## config.mk

```make
export PLATFORM = sky130hd
export DESIGN_NAME = gate2_selftest
export DESIGN_NICKNAME = d
export VERILOG_FILES = /design/src/rtl/gate_selftest_pkg.sv /design/src/rtl/gate2_selftest.sv
export SDC_FILE = /design/constraint.sdc
export NUM_CORES = 1
export LEC_CHECK = 0
export ABC_AREA = 1
export BUFFER_PORTS_ARGS = -buffer_cell sky130_fd_sc_hd__buf_2
export CORE_MARGIN = 2
export CORE_UTILIZATION = 45
export DETAILED_ROUTE_END_ITERATION = 10
export PLACE_DENSITY = 0.66
export SKIP_CTS_REPAIR_TIMING = 1
export SLEW_MARGIN = 5
export SYNTH_ARGS = -nofsm -noshare
export SYNTH_HDL_FRONTEND = slang
export SYNTH_SLANG_ARGS = --single-unit
export TNS_END_PERCENT = 10
```

## constraint.sdc

```tcl
create_clock -name CLK -period 2.3 [get_ports CLK]
set_input_delay 0.46 -clock CLK [delete_from_list [all_inputs] [get_ports CLK]]
set_output_delay 0.46 -clock CLK [all_outputs]
set_load 0.005 [all_outputs]
```

## src/rtl/gate_selftest_pkg.sv

```systemverilog
// Shared definitions for the 2-input cell self-test sequencer.
//   state_t          : sequencer states (2-bit encoding)
//   VEC_IDX_W/ERR_W  : vector-index and error-count widths
//   NUM_VEC          : number of input vectors for a 2-input cell
//   TT_*             : expected-output tables, bit i = Output for vector {B,A}=i
package gate_selftest_pkg;

  typedef enum logic [1:0] {
    IDLE   = 2'd0,
    SETTLE = 2'd1,
    SAMPLE = 2'd2,
    DONE   = 2'd3
  } state_t;

  localparam int VEC_IDX_W = 2;
  localparam int ERR_W     = 3;
  localparam int NUM_VEC   = 4;

  localparam logic [NUM_VEC-1:0] TT_AND  = 4'b1000;
  localparam logic [NUM_VEC-1:0] TT_OR   = 4'b1110;
  localparam logic [NUM_VEC-1:0] TT_NAND = 4'b0111;
  localparam logic [NUM_VEC-1:0] TT_NOR  = 4'b0001;
  localparam logic [NUM_VEC-1:0] TT_XOR  = 4'b0110;

endpackage

```

## src/rtl/gate2_selftest.sv

```systemverilog
// Stimulus-and-check sequencer for one 2-input library cell (BIST).
// Walks {B,A} through 0..3 (A toggles fastest), waits SETTLE_CYCLES after
// each drive, samples the cell Output and compares against TRUTH.
//
// state  | meaning
// IDLE   | waiting for Start, A/B parked at 0, results held
// SETTLE | vector driven, counting settle cycles in wcnt
// SAMPLE | compare Output with TRUTH[idx], advance or finish
// DONE   | one-cycle Done pulse, Pass/ErrCount/FailMask final
//
// Ports:
//   CLK, RST       : clock, synchronous active-high reset
//   Start          : one-cycle request, ignored unless idle
//   Output         : output of the gate under test
//   A, B           : gate input drives
//   Busy, Done     : test in progress / end-of-test pulse
//   Pass, ErrCount, FailMask : results, held until next accepted Start
module gate2_selftest
  import gate_selftest_pkg::*;
#(
  parameter logic [NUM_VEC-1:0] TRUTH         = TT_AND,
  parameter int                 SETTLE_CYCLES = 2
) (
  input  logic             CLK,
  input  logic             RST,
  input  logic             Start,
  input  logic             Output,
  output logic             A,
  output logic             B,
  output logic             Busy,
  output logic             Done,
  output logic             Pass,
  output logic [ERR_W-1:0] ErrCount,
  output logic [NUM_VEC-1:0] FailMask
);

  localparam logic [3:0] WCNT_LAST = 4'(SETTLE_CYCLES - 1);

  state_t               state, state_nxt;
  logic [VEC_IDX_W-1:0] idx, idx_nxt;
  logic [3:0]           wcnt, wcnt_nxt;
  logic                 a_nxt, b_nxt, busy_nxt, done_nxt, pass_nxt;
  logic [ERR_W-1:0]     err_nxt;
  logic [NUM_VEC-1:0]   mask_nxt;

  always_ff @(posedge CLK) begin
    if (RST) begin
      state    <= IDLE;
      idx      <= '0;
      wcnt     <= '0;
      A        <= 1'b0;
      B        <= 1'b0;
      Busy     <= 1'b0;
      Done     <= 1'b0;
      Pass     <= 1'b0;
      ErrCount <= '0;
      FailMask <= '0;
    end else begin
      state    <= state_nxt;
      idx      <= idx_nxt;
      wcnt     <= wcnt_nxt;
      A        <= a_nxt;
      B        <= b_nxt;
      Busy     <= busy_nxt;
      Done     <= done_nxt;
      Pass     <= pass_nxt;
      ErrCount <= err_nxt;
      FailMask <= mask_nxt;
    end
  end

  always_comb begin
    state_nxt = state;
    idx_nxt   = idx;
    wcnt_nxt  = wcnt;
    a_nxt     = A;
    b_nxt     = B;
    busy_nxt  = Busy;
    done_nxt  = 1'b0;
    pass_nxt  = Pass;
    err_nxt   = ErrCount;
    mask_nxt  = FailMask;
    case (state)
      IDLE: begin
        if (Start) begin
          idx_nxt   = '0;
          a_nxt     = 1'b0;
          b_nxt     = 1'b0;
          err_nxt   = '0;
          mask_nxt  = '0;
          pass_nxt  = 1'b0;
          busy_nxt  = 1'b1;
          wcnt_nxt  = '0;
          state_nxt = SETTLE;
        end
      end
      SETTLE: begin
        wcnt_nxt = wcnt + 4'd1;
        if (wcnt == WCNT_LAST) state_nxt = SAMPLE;
      end
      SAMPLE: begin
        if (Output != TRUTH[idx]) begin
          err_nxt       = ErrCount + 3'd1;
          mask_nxt[idx] = 1'b1;
        end
        if (idx == 2'd3) begin
          // Pass must already include the last vector's result when Done rises.
          done_nxt  = 1'b1;
          pass_nxt  = (err_nxt == '0);
          state_nxt = DONE;
        end else begin
          idx_nxt   = idx + 2'd1;
          a_nxt     = idx_nxt[0];
          b_nxt     = idx_nxt[1];
          wcnt_nxt  = '0;
          state_nxt = SETTLE;
        end
      end
      DONE: begin
        busy_nxt  = 1'b0;
        a_nxt     = 1'b0;
        b_nxt     = 1'b0;
        state_nxt = IDLE;
      end
      default: state_nxt = IDLE;
    endcase
  end

endmodule

```

After elaboration in Yosys (flattened, before gate mapping):

Cells that the tools add are included.

* add/subtract/negate cells: 3
* $lt $le $gt $ge: 2
* bitwise operators: 2
* reduce and logical (&&, ||, !) cells: 16
* mux-type cells: 30
* equality and inequality tests: 11

Operators with widths (count)
* $reduce_and A3 Y1: 5
* $mux W4: 3
* $pmux W4 S3: 1
* $mux W2: 5
* $ne A2 B2 Y1 const B: 5
* $mux W3: 3
* $mux W1: 8
* $pmux W2 S4: 1
* $pmux W4 S2: 1
* $eq A2 B2 Y1 const B: 3
* $pmux W1 S3: 2
* $pmux W3 S2: 1
* $reduce_and A2 Y1: 3
* $reduce_bool A3 Y1: 2
* $add A4 B1 Y4 const B: 1
* $eq A4 B1 Y1 const B: 1
* $or A4 B4 Y4: 1
* $pmux W1 S2: 2
* $pmux W2 S2: 1
* $reduce_bool A2 Y1: 2
* $add A3 B1 Y3 const B: 1
* $logic_not A3 Y1: 1
* $lt A2 B3 Y1 const B: 1
* $add A2 B1 Y2 const B: 1
* other kinds (9): 9

* logic and storage cells: 74
* input bits: 4
* register bits after elaboration: 20

Depth between registers and ports, before layout:

Gate-level depths: netlist (run 1).

* depth in word-level cells: 8
* mapped depth: 9
* depth with buffers taken out: 9

Worst setup path after synthesis (run 1):

Ideal clock, no wire load.

* path type: flip-flop to flip-flop
* start point: reg idx[0]
* end point: reg Pass
* clock period less this slack: 1.200 ns
* cell stages (with the launch flop): 9
* setup slack: 1.100 ns
* required time: 2.187 ns
* arrival time: 1.087 ns
* library setup time: 0.113 ns
* cells stage by stage: dfxtp_1 -> ha_1 -> nand2_1 -> nand2_2 -> nand2_1 -> nand2_1 -> inv_1 -> nand3_1 -> nand2_1

* word-level cells in the longest chain between the ends: 8

Ends and longest elaborated chain
* from (decl): RTL line gate2_selftest.sv:40 `logic [VEC_IDX_W-1:0] idx, idx_nxt;`
* from (signal assigned): RTL line gate2_selftest.sv:60 `idx <= idx_nxt;`
* $bmux W1 S2: RTL line gate2_selftest.sv:102 `if (Output != TRUTH[idx]) begin`
* $mux W1 (not written as such): RTL line gate2_selftest.sv:102
* $ne A1 B1 Y1: RTL line gate2_selftest.sv:102
* $mux W3: RTL line gate2_selftest.sv:102
* $mux W3: RTL line gate2_selftest.sv:83 `case (state)`
* $logic_not A3 Y1: RTL line gate2_selftest.sv:109 `pass_nxt = (err_nxt == '0);`
* $mux W1: RTL line gate2_selftest.sv:106 `if (idx == 2'd3) begin`
* $pmux W1 S2: RTL line gate2_selftest.sv:83
* to (signal assigned): RTL line gate2_selftest.sv:66 `Pass <= pass_nxt;`
* to (decl): RTL line gate2_selftest.sv:32 `output logic Pass,`

Several ways; a longest one is shown, not always the timed one. The select of a mux whose other input is x is not followed.
A chain may end at the register's enable or synchronous reset.

Final worst setup path (run 1):

* start point: reg idx[1]
* end point: reg Pass

The elaborated chain is that of the path after synthesis.

==> qor_table.md, run 1 <==
| Stage | Quantity | Value |
|:---|:---|:---|
| status | Status | finished, final reports clean |
| logic synthesis | Number of different library cells in the post-synthesis netlist | 18 |
| layout | Area added between synthesis and finish | 14.3% |
| timing | Final Hold Violating Endpoints | 0 |
| grt | Pin count of the biggest net entering global routing | 15 |
| power and ir drop | Total power | 0.000694 W |
| power and ir drop | Proportion of total power due to net switching | 0.284 |
| logic synthesis | Synth Cell Area | 998 um2 |
| layout | Share of post-route cells with drive strength above 1 | 0.203 |
| power and ir drop | Part of the power in combinational logic | 0.160 |
| critical path | Worst Path Required | 2.51 ns |
| logic synthesis | Top cells by area in the synthesized netlist | dfxtp_1, nand2_1, a21oi_1, ha_1, inv_1 |
| floorplan | Placement row count | 17 |
| detailed routing | Avg WL per Cell | 10.3 um |
| layout | Utilization after layout | 0.531 |
| clocking | TritonCTS clock tree | built |
| placement | DPL Wire Length | 1.49 mm |
| logic synthesis | Average size of a mapped cell | 7.13 um2 |
| clocking | CTS H-Tree Depth | 1 |
| floorplan | Initial cell density of the core | 0.465 |
| detailed routing | Drt first-iter violations | 16 |
| placement | RD Place Congestion | 0.834 |
| worst hold path | Worst hold path type | reg -> reg |
| critical path | Cell-by-cell trace of the critical path | ha_1 -> nand2_1 -> nand2_2 -> nand2_1 -> nand2_1 -> inv_1 -> nand3_1 -> nand2_1 |
| logic synthesis | Cell type with the highest aggregate area in the netlist | dfxtp_1 |
| detailed routing | Count of antenna-violating nets left after detailed routing | 0 |
| timing | Relative max-transition margin | 0.827 |
| grt | Initial antenna violation count | 0 |
| timing | Tcrit/Tclk final | 0.593 |
| detailed routing | Total DRC errors in the routed layout | 0 |
| timing | Fin crit period | 1.36 ns |
| detailed routing | Detailed Routing Iterations Pass 1 | 4 |
| floorplan | Floorplan die width | 51.1 um |
| logic synthesis | Proportion of synthesized chip area in sequential cells | 0.401 |
| grt | Via count of the first global-routing pass | 815 |
| critical path | Crit. path cell count | 8 |
| clocking | Clock slew at reported path FFs | 0.11 ns |
| logic synthesis | Post-synthesis cell count | 140 |
| detailed routing | Total wire length after detailed routing | 1.91 mm |
| clocking | Clock root buffer | clkbuf_4 |
| placement | PortBufs | 15 |
| layout | Final layout net count | 170 |
| timing | Final setup violation count | 0 |
| grt | Wire length of the first global-routing pass | 3.21 mm |
| floorplan | Top Ports | 16 |
| critical path | Type of origin of the critical path | register |
| logic synthesis | Post-Synthesis Net Count | 151 |
| grt | Total global routing track utilization | 0.163 |
| critical path | Cell mode on critical path | nand2_1 |
| detailed routing | Vias/cell | 4.72 |
| floorplan | Area of the die | 2610 um2 |
| clocking | Deepest clock path buffer count | 2 |
| critical path | Slowest cell delay on critical path | 0.41 ns |
| floorplan | Die span in y | 51.1 um |
| timing | Post-Route Setup TNS | 0 ns |
| timing | Slew at the pin closest to its max-slew limit | 0.260 ns |
| critical path | Dominant delay contributor by cell family on the critical path | simple AND/OR/NAND/NOR gates |
| timing | Fmax | 733 MHz |
| worst hold path | Worst hold path stage count | 2 |
| logic synthesis | Number of storage elements in the synthesis netlist | 20 |
| critical path | Crit path max fanout | 6 |
| layout | Diodes inserted | 0 |
| critical path | Critical-path top delay cell | dfxtp_1 |
| timing | RSZ-0062 raised after global routing | no |
| layout | Top library cells by usage in the layout, fill and taps aside | nand2_1, inv_1, dfxtp_1 |
| clocking | Cts bufs inserted | 3 |
| critical path | Category of the critical setup timing path | reg -> reg |
| grt | Global route total overflow | 0 |
| power and ir drop | Static power due to leakage | 0.551 nW |
| power and ir drop | Internal power of the cells | 0.000497 W |
| layout | Most frequent standard cell in the layout excluding fill and tap cells | nand2_1 |
| power and ir drop | Worst voltage drop across the vdd grid | 0.434 mV |
| power and ir drop | Portion of total power attributed to sequential cells | 0.544 |
| timing | Final clock skew | 0.00104 ns |
| logic synthesis | Share of Yosys cell area claimed by the top area cell type | 0.401 |
| clocking | Total clock sinks | 20 |
| logic synthesis | Ys Warns | 0 |
| power and ir drop | Power density normalized to cell area | 608 nW/um2 |
| job | Maximum capacitance violations | 0 |
| critical path | CP Data Arrival Time | 1.57 ns |
| clocking | Clock latency on the worst-skew pair | 0.29 ns |
| critical path | Worst-case reg-to-reg path depth | 8 |
| timing | Slew Viols, Final | 0 |
| floorplan | Core area | 2150 um2 |
| power and ir drop | Switching pwr | 0.000197 W |
| critical path | Worst setup EP type | register |
| detailed routing | Via count | 877 |
| power and ir drop | Clk pwr share | 0.296 |
| critical path | WP buf/inv | 1 |
-- logic make-up (layout without fill, tap and decap cells) --
| family | after synthesis | in the layout | share of synthesized area |
|---|---|---|---|
| AO/OA/AOI/OAI | 19 | 19 | 0.0952 |
| flip-flops | 20 | 20 | 0.401 |
| buffers and inverters | 26 | 44 | 0.100 |
| adder cells (fa/ha/maj) | 7 | 7 | 0.0877 |
| AND/OR/NAND/NOR | 68 | 68 | 0.316 |
-- power by group through the flow --
| stage | clock, W | combinational (W) | sequential (W) |
|---|---|---|---|
| after CTS | 0.000210 | 0.000113 | 0.000377 |
| after global placement | 0 | 0.000110 | 0.000384 |
| after floorplan | 0 | 0.0000818 | 0.000383 |
| after global routing | 0.000223 | 0.000128 | 0.000379 |
| after detailed placement | 0 | 0.000113 | 0.000385 |
| final | 0.000205 | 0.000111 | 0.000377 |
-- worst paths after layout --
kind / startpoint / to / slack [ns]
min reg2reg: FailMask[3]$_SDFFE_PP0P_ / FailMask[3]$_SDFFE_PP0P_ / 0.46
min: FailMask[3]$_SDFFE_PP0P_ / FailMask[3]$_SDFFE_PP0P_ / 0.46
max reg2reg: idx[1]$_SDFFE_PP0P_ / Pass$_SDFFE_PP0P_ / 0.94
max: idx[1]$_SDFFE_PP0P_ / Pass$_SDFFE_PP0P_ / 0.94
-- metrics by stage --
| stage | instance area (um2) | hold WS [ns] | setup WS (ns) | std cells |
|---|---|---|---|---|
| after global routing | 1140 | 0.479 | 0.764 | 186 |
| final | 1140 | 0.456 | 0.936 | 186 |
| after floorplan | 998 | 0.447 | 1.10 | 140 |
| after CTS | 1140 | 0.462 | 0.931 | 186 |
| after detailed placement | 1100 | 0.442 | 0.964 | 182 |
| after global placement | 1100 | 0.434 | 1.02 | 182 |
-- per-layer routing --
metal,wire (um),global-route usage,part of all wire
met1,912,0.183,0.48
met2,937,0.290,0.49
met3,40,0.0263,0.021
met4,17,0.0901,0.0089
met5,0,0,0
-- worst register-to-register path, cell delays in order, from the launching register on --
cell	delay, ns
dfxtp_1	0.41
ha_1	0.32
nand2_1	0.14
nand2_2	0.12
nand2_1	0.05
nand2_1	0.08
inv_1	0.04
nand3_1	0.07
nand2_1	0.04
-- registers in the layout, indices dropped and copies added (netlist names) --
register / flops
A: 1
B: 1
Busy: 1
Done: 1
ErrCount: 3
FailMask: 4
Pass: 1
idx: 2
state: 2
wcnt: 4
-- layout make-up --
type | count | area (um2)
clock buffer | 4 | 36.3
fill | 221 | 1010
inverter | 25 | 96.3
multi-input combinational | 94 | 498
sequential | 20 | 400
tap | 28 | 35.0
timing repair buffer | 15 | 75.1
-- cells in the mapped netlist --
cell	number
a21oi_1	18
clkbuf_1	1
dfxtp_1	20
ha_1	7
inv_1	22
inv_2	2
inv_4	1
nand2_1	37
nand2_2	6
nand2_4	1
nand3_1	15
nand3_2	1
nand4_1	2
nor2_1	3
nor2_2	1
o21ai_0	1
or2_0	1
or2_2	1
(Power assumes the default switching activity.)
==> inputs of run 2 (changes only) <==
Settings changed: PLACE_DENSITY 0.66 to 0.68.
Clock period 2.3 ns to 1.2 ns, I/O delays scaled along.
==> run 2 against run 1 <==
- die area unchanged
- register-to-register slack worse by 0.88 ns
- final cell count is 3.2% higher
- worst hold slack lost 0.22 ns
- wire length rose by 4.8%
==> qor_table.md, run 2 (same netlist as run 1, synthesis figures left out) <==
| Stage | Quantity | Value | Delta |
|:---|:---|:---|:---|
| critical path | Category of the critical setup timing path | reg -> out |  |
| floorplan | Top Ports | 16 | unchanged |
| timing | Fmax | 876 MHz |  |
| timing | Final setup violation count | 0 | unchanged |
| critical path | Slowest cell delay on critical path | 0.34 ns | -0.07 ns |
| detailed routing | Avg WL per Cell | 10.4 um | +1.5% |
| floorplan | Die span in y | 51.1 um | unchanged |
| critical path | Crit. path cell count | 2 | -6 |
| timing | Final clock skew | 0.00657 ns | +0.00553 ns |
| timing | Slew Viols, Final | 0 | unchanged |
| critical path | Worst setup EP type | output port |  |
| worst hold path | Worst hold path type | in -> reg |  |
| critical path | WP buf/inv | 2 | +1 |
| critical path | CP Data Arrival Time | 0.90 ns | -0.67 ns |
| layout | Total of fill cells in the finished design | 221 | unchanged |
| clocking | TritonCTS clock tree | built |  |
| floorplan | Placement row count | 17 | unchanged |
| critical path | Critical register-to-register path startpoint | idx[0]$_SDFFE_PP0P_ |  |
| floorplan | Core area | 2150 um2 | unchanged |
| placement | DPL Wire Length | 1.58 mm | +5.9% |
| clocking | Clock latency on the worst-skew pair | 0.30 ns | about the same |
| layout | Final layout net count | 176 | +3.5% |
| placement | Total placed cells including tap cells | 188 | +3.3% |
| power and ir drop | Static power due to leakage | 0.583 nW | +5.8% |
| detailed routing | Vias/cell | 4.78 | +1.4% |
| clocking | Cts bufs inserted | 3 | unchanged |
| detailed routing | Total wire length after detailed routing | 2.00 mm | +4.8% |
| grt | Via count of the first global-routing pass | 843 | +3.4% |
| timing | Tcrit/Tclk final | 0.951 |  |
| critical path | Cell-by-cell trace of the critical path | buf_4 -> buf_2 |  |
| critical path | Type of origin of the critical path | register |  |
| worst hold path | Worst hold path stage count | 4 | +2 |
| detailed routing | Detailed Routing Iterations Pass 1 | 4 | unchanged |
| clocking | Deepest clock path buffer count | 2 | unchanged |
| placement | RD Place Congestion | 0.804 | -3.6% |
| timing | Relative max-transition margin | 0.875 | +0.0488 |
| layout | Share of post-route cells with drive strength above 1 | 0.274 | +0.0719 |
| layout | Largest registers | FailMask x4, wcnt x4, ErrCount x3 |  |
| layout | Most frequent standard cell in the layout excluding fill and tap cells | nand2_1 |  |
| layout | Area added between synthesis and finish | 21.6% |  |
| clocking | CTS H-Tree Depth | 1 | unchanged |
| placement | Total placed instance area | 1150 um2 | +4.1% |
| grt | Pin count of the biggest net entering global routing | 14 | -1 |
| job | Maximum capacitance violations | 0 | unchanged |
| clocking | Clock root buffer | clkbuf_4 |  |
| floorplan | Floorplan die width | 51.1 um | unchanged |
| grt | Total global routing track utilization | 0.170 | +0.00744 |
| critical path | Worst Path Required | 0.96 ns | -1.55 ns |
| power and ir drop | Worst voltage drop across the vdd grid | 0.831 mV | +92% |
| critical path | Dominant delay contributor by cell family on the critical path | flip-flops |  |
| critical path | Worst-case reg-to-reg path depth | 9 | +1 |
| power and ir drop | Power density normalized to cell area | 1110 nW/um2 | +83% |
| grt | Initial antenna violation count | 0 | unchanged |
| detailed routing | Drt first-iter violations | 8 | -8 |
| timing | Final Hold Violating Endpoints | 0 | unchanged |
| critical path | Critical-path top delay cell | dfxtp_1 |  |
| timing | Fin Hold WS | 0.240 ns | -0.216 ns |
| layout | Design area | 1210 um2 | +6.4% |
| grt | Wire length of the first global-routing pass | 3.36 mm | +4.7% |
| layout | Number of cells in the finished layout apart from fillers | 192 | +3.2% |
| timing | Slew at the pin closest to its max-slew limit | 0.187 ns | -0.0734 ns |
| status | Status | finished, final reports clean |  |
| grt | Global route total overflow | 0 | unchanged |
| layout | Diodes inserted | 0 | unchanged |
| worst hold path | Beginning of the worst hold path | RST |  |
| critical path | Crit path max fanout | 4 | -2 |
| layout | Top library cells by usage in the layout, fill and taps aside | nand2_1, inv_1, a21oi_1 |  |
| clocking | Clock slew at reported path FFs | 0.12 ns | about the same |
| critical path | Flop2flop setup slack | 0.06 ns | -0.88 ns |
| detailed routing | Count of antenna-violating nets left after detailed routing | 0 | unchanged |
| floorplan | Initial cell density of the core | 0.465 | unchanged |
| timing | Fin crit period | 1.14 ns |  |
| detailed routing | Via count | 918 | +4.7% |
| detailed routing | Total DRC errors in the routed layout | 0 | unchanged |
| placement | PortBufs | 15 | unchanged |
| worst hold path | Endpoint, Worst Hold | state[1]$_SDFFE_PP0P_ |  |
| floorplan | Area of the die | 2610 um2 | unchanged |
| clocking | Total clock sinks | 20 | unchanged |
| critical path | Endpoint of the lowest-slack register-to-register path | Pass$_SDFFE_PP0P_ |  |
run 2: routing by layer:
| layer | routed length, um | global-route usage |
|---|---|---|
| met1 | 893 | 0.198 |
| met4 | 14 | 0.0811 |
| met3 | 54 | 0.0292 |
| met2 | 1040 | 0.301 |
| met5 | 0 | 0 |
run 2: through the flow:
| step | power (W) | utilization | setup TNS (ns) | setup WS [ns] |
|---|---|---|---|---|
| 6_report | 0.00135 | 0.565 | 0 | 0.0586 |
| 5_1_grt | 0.00142 | 0.565 | -0.0128 | -0.00754 |
| 4_1_cts | 0.00136 | 0.552 | -0.0749 | -0.0323 |
| 3_5_place_dp | 0.000967 | 0.535 | -0.0299 | -0.0224 |
| 3_3_place_gp | 0.000962 | 0.535 | 0 | 0.0298 |
| 2_1_floorplan | 0.000891 | - | 0 | 0.000292 |
run 2: worst reg2reg max path: cells and delay by family, from the launching register on:
family	cells	cell delay (ns)
fa+ha+maj	1	0.17
buf+inv	2	0.12
flops	1	0.35
simple gates	6	0.41
run 2: area by class of cell:
class | instances | area (um2) | area share
Multi-Input combinational cell | 94 | 520 | 0.429
Tap cell | 28 | 35.0 | 0.0289
Sequential cell | 20 | 405 | 0.334
Inverter | 25 | 96.3 | 0.0794
Timing Repair Buffer | 21 | 120 | 0.0990
Clock buffer | 4 | 36.3 | 0.0299
run 2: worst max path at each step:
| stage | to | start | slack (ns) |
|---|---|---|---|
| 2_1_floorplan | Pass$_SDFFE_PP0P_ | idx[0]$_SDFFE_PP0P_ | 0.0003 |
| 3_3_place_gp | wcnt[0]$_SDFFE_PP0P_ | idx[0]$_SDFFE_PP0P_ | 0.03 |
| 3_5_place_dp | wcnt[0]$_SDFFE_PP0P_ | idx[1]$_SDFFE_PP0P_ | -0.02 |
| 4_1_cts | wcnt[0]$_SDFFE_PP0P_ | idx[1]$_SDFFE_PP0P_ | -0.03 |
| 5_1_grt | idx[1]$_SDFFE_PP0P_ | idx[0]$_SDFFE_PP0P_ | -0.008 |
| 6_report | ErrCount[0] | ErrCount[0]$_SDFFE_PP0P_ | 0.06 |
run 2: report_power, final:
group,leakage (nW),total (W),switching (W),internal [W]
logic,0.398,0.000234,0.000147,0.0000868
registers,0.164,0.000725,0.0000278,0.000697
clock network,0.0210,0.000392,0.000207,0.000185
==> inputs of run 3 (changes only) <==
Settings changed: REMOVE_ABC_BUFFERS from default to 1.
==> run 3 against run 2 <==
- count of clock-buffer cells in the layout stayed put
- critical endpoint is now B$_SDFFE_PP0P_
- clock skew shrank 0.0047 ns
- critical path type is now reg -> reg
- non-clock buffer count grew 1
- sequential share of layout area hardly changed
- register-to-register slack hardly changed
- setup slack worse by 0.0035 ns
==> qor_table.md, run 3 (same netlist as run 1, synthesis figures left out) <==
| Stage | Quantity | Value | Delta |
|:---|:---|:---|:---|
| detailed routing | Detailed Routing Iterations Pass 1 | 4 | unchanged |
| critical path | Type of origin of the critical path | register |  |
| layout | Area added between synthesis and finish | 22.1% |  |
| placement | PortBufs | 15 | unchanged |
| timing | RSZ-0062 raised after global routing | yes |  |
| status | Status | finished, final reports clean |  |
| critical path | Endpoint of the lowest-slack register-to-register path | B$_SDFFE_PP0P_ |  |
| critical path | Worst setup EP type | register |  |
| clocking | Deepest clock path buffer count | 2 | unchanged |
| critical path | Critical register-to-register path startpoint | idx[0]$_SDFFE_PP0P_ |  |
| grt | Routing usage on met2 | 0.310 | +0.00866 |
| floorplan | Area of the die | 2610 um2 | unchanged |
| grt | Via count of the first global-routing pass | 867 | +2.8% |
| floorplan | Die span in y | 51.1 um | unchanged |
| timing | Final clock skew | 0.00191 ns | -0.00467 ns |
| detailed routing | Total DRC errors in the routed layout | 0 | unchanged |
| floorplan | Top Ports | 16 | unchanged |
| timing | Fin Hold WS | 0.251 ns | +0.0114 ns |
| power and ir drop | Worst voltage drop across the vdd grid | 0.682 mV | -18% |
| layout | Multi-input gate area in the final layout | 517 um2 | -0.72% |
| grt | Grt met3 use | 0.0263 | -0.00292 |
| worst hold path | Worst hold path type | in -> reg |  |
| grt | Total global routing track utilization | 0.171 | +0.000921 |
| job | Maximum capacitance violations | 0 | unchanged |
| floorplan | Core area | 2150 um2 | unchanged |
| clocking | Clock slew at reported path FFs | 0.11 ns | about the same |
| critical path | Flop2flop setup slack | 0.06 ns | about the same |
| layout | Diodes inserted | 0 | unchanged |
| timing | Relative max-transition margin | 0.875 | about the same |
| timing | Tcrit/Tclk final | 0.954 | +0.00294 |
| floorplan | Floorplan die width | 51.1 um | unchanged |
| grt | Wire length of the first global-routing pass | 3.37 mm | +0.42% |
| detailed routing | Via count | 924 | +0.65% |
| layout | Most frequent standard cell in the layout excluding fill and tap cells | nand2_1 |  |
| grt | Global route total overflow | 0 | unchanged |
| detailed routing | Avg WL per Cell | 10.2 um | -2.1% |
| detailed routing | Total wire length after detailed routing | 1.97 mm | -1.6% |
| timing | Final Hold Violating Endpoints | 0 | unchanged |
| grt | Initial antenna violation count | 0 | unchanged |
| power and ir drop | Power density normalized to cell area | 1110 nW/um2 | -0.29% |
| clocking | Total clock sinks | 20 | unchanged |
| critical path | Crit path max fanout | 3 | -1 |
| power and ir drop | Static power due to leakage | 0.587 nW | +0.76% |
| grt | Met1 track demand over resource in global routing | 0.201 | +0.00256 |
| detailed routing | Vias/cell | 4.79 | +0.13% |
| clocking | Clock latency on the worst-skew pair | 0.30 ns | about the same |
| critical path | Critical path endpoint | B$_SDFFE_PP0P_ |  |
| timing | Fin crit period | 1.14 ns | +0.00353 ns |
| layout | Total of fill cells in the finished design | 217 | -1.8% |
| placement | DPL Wire Length | 1.56 mm | -1.3% |
| timing | Final setup violation count | 0 | unchanged |
| critical path | Worst Path Required | 1.44 ns | +0.48 ns |
| critical path | Worst-case reg-to-reg path depth | 5 | -4 |
| floorplan | Initial cell density of the core | 0.465 | unchanged |
| timing | Slew Viols, Final | 0 | unchanged |
| clocking | Cts bufs inserted | 3 | unchanged |
| floorplan | Placement row count | 17 | unchanged |
| timing | Slew at the pin closest to its max-slew limit | 0.187 ns | +0.000408 ns |
| layout | Combined flip-flop and latch cell area | 407 um2 | +0.31% |
| clocking | Clock root buffer | clkbuf_4 |  |
| layout | Largest registers | FailMask x4, wcnt x4, ErrCount x3 |  |
| clocking | TritonCTS clock tree | built |  |
| timing | Post-route setup slack | 0.0551 ns | -0.00353 ns |
| grt | Pin count of the biggest net entering global routing | 14 | unchanged |
| critical path | CP Data Arrival Time | 1.38 ns | +0.48 ns |
| detailed routing | Drt first-iter violations | 19 | +11 |
| detailed routing | Count of antenna-violating nets left after detailed routing | 0 | unchanged |
| grt | GR peak layer | met2 |  |
| timing | Fmax | 873 MHz | -0.31% |
| critical path | Category of the critical setup timing path | reg -> reg |  |
| critical path | Critical path origin | idx[0]$_SDFFE_PP0P_ |  |
| clocking | CTS H-Tree Depth | 1 | unchanged |
| worst hold path | Worst hold path stage count | 4 | unchanged |
| layout | Share of post-route cells with drive strength above 1 | 0.291 | +0.0165 |
| layout | Final layout net count | 177 | +0.57% |
| placement | RD Place Congestion | 0.832 | +3.5% |
| placement | Pre-CTS setup slack | -0.0387 ns | -0.0162 ns |
| layout | Top library cells by usage in the layout, fill and taps aside | nand2_1, inv_1, a21oi_1 |  |
## run 3: how the worst min path moves through the flow
stage,startpoint,end
after global routing,RST,state[1]$_SDFFE_PP0P_
after global placement,FailMask[1]$_SDFFE_PP0P_,FailMask[1]$_SDFFE_PP0P_
after CTS,RST,state[1]$_SDFFE_PP0P_
after floorplan,RST,A$_SDFFE_PP0P_
after detailed placement,FailMask[3]$_SDFFE_PP0P_,FailMask[3]$_SDFFE_PP0P_
final,RST,state[1]$_SDFFE_PP0P_
## run 3: routing by layer
metal  wire, um  part of all wire
met5          0                 0
met4         25             0.013
met3         52             0.026
met2        970              0.49
met1        921              0.47
## run 3: critical path: stages, from the launching register on
cell	delay (ns)
dfxtp_2	0.37
buf_4	0.12
inv_1	0.06
ha_1	0.28
nand3_1	0.09
a21oi_1	0.16
## run 3: through the flow
| step | TNS (ns) | power [W] | cell area, um2 | util | instances |
|---|---|---|---|---|---|
| 4_1_cts | -0.103 | 0.00135 | 1190 | 0.556 | 193 |
| 6_report | 0 | 0.00135 | 1220 | 0.567 | 193 |
| 3_3_place_gp | 0 | 0.000960 | 1160 | 0.539 | 189 |
| 5_1_grt | -0.0197 | 0.00142 | 1220 | 0.567 | 193 |
| 2_1_floorplan | 0 | 0.000887 | 995 | - | 139 |
| 3_5_place_dp | -0.0524 | 0.000969 | 1160 | 0.539 | 189 |
## run 3: report_power, final
| part | switching, W | internal, W | leakage (nW) |
|---|---|---|---|
| Combinational | 0.000150 | 0.0000854 | 0.402 |
| Sequential | 0.0000298 | 0.000697 | 0.165 |
| Clock | 0.000205 | 0.000185 | 0.0210 |
| Total | 0.000385 | 0.000967 | 0.587 |
## run 3: area by class of cell
type,count,area share
multi-input combinational,94,0.424
inverter,25,0.0791
sequential,20,0.334
timing repair buffer,22,0.105
tap,28,0.0287
clock buffer,4,0.0298
